$ cat src/rtl/hazard_scoreboard.sv
`default_nettype none
// ============================================================================
// Module   : hazard_scoreboard
// Brief    : Two-slot (EXE/MEM) register-write scoreboard producing the ID
//            stage hazard/stall, a pending-write mask and an optional stall
//            counter (enabled by macro HAZARD_STATS_EN).
// Revision : 1.0 - initial release
// ============================================================================
module hazard_scoreboard (
    input  logic        clk,
    input  logic        rst,
    input  logic        freeze,
    input  logic        flush,
    input  logic        forward_en,
    input  logic        id_valid,
    input  logic [3:0]  src1,
    input  logic [3:0]  src2,
    input  logic        two_src,
    input  logic        use_src1,
    input  logic [3:0]  dest_id,
    input  logic        wb_en_id,
    input  logic        mem_r_en_id,
    output logic        hazard,
    output logic [15:0] pending,
    output logic [15:0] stall_count
);

    logic       r_exe_valid;
    logic [3:0] r_exe_dest;
    logic       r_exe_wb_en;
    logic       r_exe_mem_r_en;
    logic       r_mem_valid;
    logic [3:0] r_mem_dest;
    logic       r_mem_wb_en;
    logic       r_mem_mem_r_en;

    logic w_used1;
    logic w_used2;
    logic w_exe_m1;
    logic w_exe_m2;
    logic w_mem_m1;
    logic w_mem_m2;
    logic w_bubble;
    logic w_unused_mem_load;

    assign w_used1  = id_valid & use_src1;
    assign w_used2  = id_valid & two_src;

    assign w_exe_m1 = r_exe_valid & r_exe_wb_en & (r_exe_dest == src1);
    assign w_exe_m2 = r_exe_valid & r_exe_wb_en & (r_exe_dest == src2);
    assign w_mem_m1 = r_mem_valid & r_mem_wb_en & (r_mem_dest == src1);
    assign w_mem_m2 = r_mem_valid & r_mem_wb_en & (r_mem_dest == src2);

    // With forwarding only a load still in EXE cannot supply its data in time.
    always_comb begin
        hazard = 1'b0;
        if (forward_en) begin
            hazard = r_exe_mem_r_en & ((w_used1 & w_exe_m1) | (w_used2 & w_exe_m2));
        end else begin
            hazard = (w_used1 & (w_exe_m1 | w_mem_m1)) | (w_used2 & (w_exe_m2 | w_mem_m2));
        end
    end

    always_comb begin
        pending = 16'h0000;
        if (r_exe_valid && r_exe_wb_en) begin
            pending[r_exe_dest] = 1'b1;
        end
        if (r_mem_valid && r_mem_wb_en) begin
            pending[r_mem_dest] = 1'b1;
        end
    end

    assign w_bubble = hazard | flush | ~id_valid;

    // The MEM load flag is tracked for slot completeness; no decision needs it.
    assign w_unused_mem_load = r_mem_mem_r_en;

    always_ff @(posedge clk or negedge rst) begin
        if (!rst) begin
            r_exe_valid    <= 1'b0;
            r_exe_dest     <= 4'h0;
            r_exe_wb_en    <= 1'b0;
            r_exe_mem_r_en <= 1'b0;
            r_mem_valid    <= 1'b0;
            r_mem_dest     <= 4'h0;
            r_mem_wb_en    <= 1'b0;
            r_mem_mem_r_en <= 1'b0;
        end else if (!freeze) begin
            r_mem_valid    <= r_exe_valid;
            r_mem_dest     <= r_exe_dest;
            r_mem_wb_en    <= r_exe_wb_en;
            r_mem_mem_r_en <= r_exe_mem_r_en;
            if (w_bubble) begin
                r_exe_valid    <= 1'b0;
                r_exe_dest     <= 4'h0;
                r_exe_wb_en    <= 1'b0;
                r_exe_mem_r_en <= 1'b0;
            end else begin
                r_exe_valid    <= 1'b1;
                r_exe_dest     <= dest_id;
                r_exe_wb_en    <= wb_en_id;
                r_exe_mem_r_en <= mem_r_en_id;
            end
        end
    end

`ifdef HAZARD_STATS_EN
    localparam logic [15:0] c_stall_max = 16'hFFFF;

    logic [15:0] r_stall_count;

    always_ff @(posedge clk or negedge rst) begin
        if (!rst) begin
            r_stall_count <= 16'h0000;
        end else if (!freeze && hazard && (r_stall_count != c_stall_max)) begin
            r_stall_count <= r_stall_count + 16'h0001;
        end
    end

    assign stall_count = r_stall_count;
`else
    assign stall_count = 16'h0000;
`endif

endmodule
`default_nettype wire

$ cat config.mk
export PLATFORM = sky130hd
export DESIGN_NAME = hazard_scoreboard
export DESIGN_NICKNAME = d
export VERILOG_FILES = /design/src/rtl/hazard_scoreboard.sv
export SDC_FILE = /design/constraint.sdc
export NUM_CORES = 1
export LEC_CHECK = 0
export BUFFER_PORTS_ARGS = -buffer_cell sky130_fd_sc_hd__clkbuf_2
export CORE_MARGIN = 1
export CORE_UTILIZATION = 41
export CTS_CLUSTER_SIZE = 24
export DETAILED_ROUTE_END_ITERATION = 8
export PLACE_DENSITY = 0.76
export SYNTH_ARGS = -nofsm -noshare
export SYNTH_HDL_FRONTEND = slang
export SYNTH_SLANG_ARGS = --single-unit
export TNS_END_PERCENT = 50
$ cat constraint.sdc
create_clock -name clk -period 1.5 [get_ports clk]
set_input_delay 0.075 -clock clk [delete_from_list [all_inputs] [get_ports clk]]
set_output_delay 0.075 -clock clk [all_outputs]
set_load 0.005 [all_outputs]
==> results list <==
* Outcome: finished with violations
- Violations in the final reports: setup timing
- For this run, the total global-route usage over all layers was measured as 23.6%.
* Cell taking the most area after synthesis: dfrtp_1
- In this design, the largest share of critical-path delay is due to simple AND/OR/NAND/NOR gates.
* Final global-route overflow total: 0
* Area of the multi-input gates: 830 sq um
* Post-route ant nets: 0
* Max_cap viols: 0
- The number of antenna violations at the first check in global routing came to 0.
- Number of placed I/O pins: 55
* Die width: 54.2 um
- The netlist uses 25 different library cells.
* DRC: 0
* Area overhead of the layout relative to synthesis: 50.9%
- Top layer in use: met4
- CP required: 1.42 ns
- Fill cells in the final layout number 203.
- CTS clk-pin slew, worst paths: 0.08 ns
* Floorplan row count: 18
* Routed wl met2: 1640 um
- The worst hold path belongs to the class input port to flop.
- Worst Hold Depth: 2
- Lkg Pwr: 0.773 nW
* TritonCTS Buffers: 3
- Final estimated routing congestion in global placement: 0.872
* Area share of the largest cell type after synthesis: 29.1%
* Cell Area, Synth: 1120 sq um
- Once routing completed, OpenROAD measured the worst setup slack at -0.168 ns.
* Kind of capture point of the worst setup path: output pin
* Number of clock sinks: 13
- The worst register-to-register path has a setup slack of -0.06 ns.
* Peak clock frequency supported by timing: 0.599 GHz
- Top FF cell, synth: dfrtp_1
* M1 wire length: 1320 um
- Total Nets Final: 208
- The worst hold path terminates at r_exe_dest[1].
* Clock period minus worst slack: 1.67 ns
- Total die area: 2930 sq um
* Worst setup SP type: flop
- Setup repair after global routing missed its margin: yes
- Final hold violations: 0
- In the final routed layout, each cell accounts on average for 14.8 um.
- Final worst-path cycle share: 111%
- Worst path max stage delay: 0.46 ns
- Insertion delay of the later-clocked pin in the worst-skew pair: 0.29 ns
- Diode count: 0
- Count of buffers from port buffering: 38
- Arr. time, crit path: 1.59 ns
- Maximum number of pins on one net before global-route repair: 15
* Via count: 1163
- Core Util, Final: 66.8%
- Top cells by area in the synthesized netlist: dfrtp_1, buf_4, xnor2_1, o22ai_1, mux2_2
- In this run the vertical extent of the chip is 54.2 um.
- Sum of net half-perimeters after detailed placement: 2270 um
- The cell sitting at the root of the clock tree is a clkbuf_4.
* Total core area: 2520 sq um
* FF+latch area: 333 sq um
- Power per unit of standard cell area: 565 nW/um^2
* Worst Reg-to-Reg Cells: 7
- The routed design has 3170 um of wire.
* Critical-path maximum fanout: 6
- Counting instances in the post-synthesis netlist gives the leading cell types as buf_4, xnor2_1, o22ai_1, dfrtp_1, nand2_1.
- The share of the Yosys chip area taken by registers is 29.1%.
- Initial DRT Pass Iterations: 4
- Across all hold checks on the routed design, the worst slack comes to 0.0198 ns.
- Reg-to-reg critical path startpoint: r_mem_dest[3]
* Share of layout cells above drive strength 1: 57.3%
* Number of warnings issued by yosys: 0
- In this run, the number of DRC markers left after iteration 0 of detailed routing was 23.
- In the detailed route, the total length drawn on met3 is 144 um.
* Global-route wire length before repair: 4820 um
* Hold path startpoint: dest_id[1]
- The via count of the first global-routing pass is 1093.
* Cell type of the slowest stage on the worst timing path: dfrtp_2
* Leading cell type by number of instances after synthesis: buf_4
- Path type of the worst setup path: flop to output pin
- Dividing the detail-routed via count by the number of cells gives 5.41.
- In the synthesized netlist, the number of instances is 122.
* Buffer and inverter count on the worst path: 1
* Final count of pins violating max slew: 0
- Seq cells post-synth: 13
* Clock tree from TritonCTS: done
- Final-report setup violation count: 22
- Proportion of synthesized flip-flops having asynchronous set or reset: 100%
- Setup Skew: 0.00906 ns
- Yosys mapped a number of flops with a built-in enable equal to 0.
- Worst voltage drop across the vdd grid: 0.535 mV
- Worst R2R End: r_exe_dest[1]
- CTS built an H-tree with a depth of 1.
- Walking the worst path, the cells encountered are xnor2_2 -> nand4_1 -> nor4_4 -> or3_1 -> clkbuf_2.
- The initial utilization of the core area, before any placement, comes to 44.2%.
- In this run the deepest clock path goes through 2 buffers.
- Average footprint of a synthesized cell: 9.15 sq um
power breakdown:
group / switching [mW] / internal [mW] / total (mW) / leakage (nW)
sequential: 0.0307 / 0.376 / 0.407 / 0.165
combinational: 0.149 / 0.175 / 0.324 / 0.590
clock: 0.121 / 0.0992 / 0.220 / 0.0177
total: 0.301 / 0.650 / 0.951 / 0.773
state kept, by name, summed over array words and instances (netlist names):
register        flops
r_mem_valid         1
r_exe_wb_en         1
r_exe_dest          4
r_mem_dest          4
r_mem_wb_en         1
r_exe_valid         1
r_exe_mem_r_en      1
cell usage in the layout (no fill, tap or decap), drive strengths merged:
cell type | synthesis | routed
nand2 | 8 | 8
a21o | 1 | 1
xnor2 | 16 | 16
nor2 | 2 | 2
clkinv | 0 | 1
or2b | 1 | 1
a22o | 6 | 6
nor4 | 2 | 2
or3 | 4 | 4
dlygate4sd3 | 0 | 6
clkbuf | 1 | 30
mux2 | 6 | 6
o22ai | 16 | 16
or3b | 1 | 1
dfrtp | 13 | 13
nor3 | 1 | 1
nand2b | 6 | 6
buf | 23 | 35
o32ai | 1 | 1
nand4 | 7 | 7
nand3 | 1 | 1
nand4b | 1 | 1
conb | 1 | 16
or2 | 4 | 4
logic make-up after synthesis:
group                     synth area share [%]
DFF                                       29.1
muxes                                     6.05
and+or+nand+nor                           21.3
xor gates and xnor gates                  12.6
other                                    0.336
AOI/OAI and AO/OA                         15.7
buffers and inverters                     14.9
final cells by class:
cell class,instances,area share [%]
Clock inverter,1,0.297
Tap cell,30,2.23
Timing Repair Buffer,68,27.1
Sequential cell,13,19.8
Multi-Input combinational cell,100,49.3
Clock buffer,3,1.34
per-layer routing:
metal  GRT usage [%]  vias to the layer above
li1                -                      541
met1            27.8                      565
met2            42.7                       51
met3            2.82                        6
met4            9.40                        0
met5               0                        -
worst max-delay path by stage:
stage | startpoint | end | cells past startpoint
after floorplan | r_mem_dest[1] | r_exe_dest[0] | 6
after global placement | r_exe_dest[2] | r_exe_dest[3] | 5
after detailed placement | r_exe_dest[1] | r_exe_dest[3] | 5
after CTS | r_mem_dest[3] | hazard | 5
after global routing | r_mem_dest[2] | pending[0] | 4
final | r_mem_dest[3] | hazard | 5
through the flow:
step | instance area, sq um | setup TNS, ns | worst slack, ns | power, mW | instances
2_1_floorplan | 1170 | 0 | 0.0629 | 0.576 | 137
3_3_place_gp | 1340 | -0.0579 | -0.0102 | 0.637 | 195
3_5_place_dp | 1340 | -0.204 | -0.0361 | 0.646 | 195
4_1_cts | 1640 | -1.85 | -0.178 | 0.942 | 213
5_1_grt | 1680 | -3.55 | -0.239 | 1.02 | 215
6_report | 1680 | -1.95 | -0.168 | 0.951 | 215
what timing repair did:
action,4_1_cts,5_1_grt
hold endpoints to repair,18,0
endpoints found under the setup margin,21,24
hold buffers,6,0
setup buffers,8,2
pin swaps,27,15
resized for setup,34,18
Note: power is estimated with default switching activity, not from simulation.
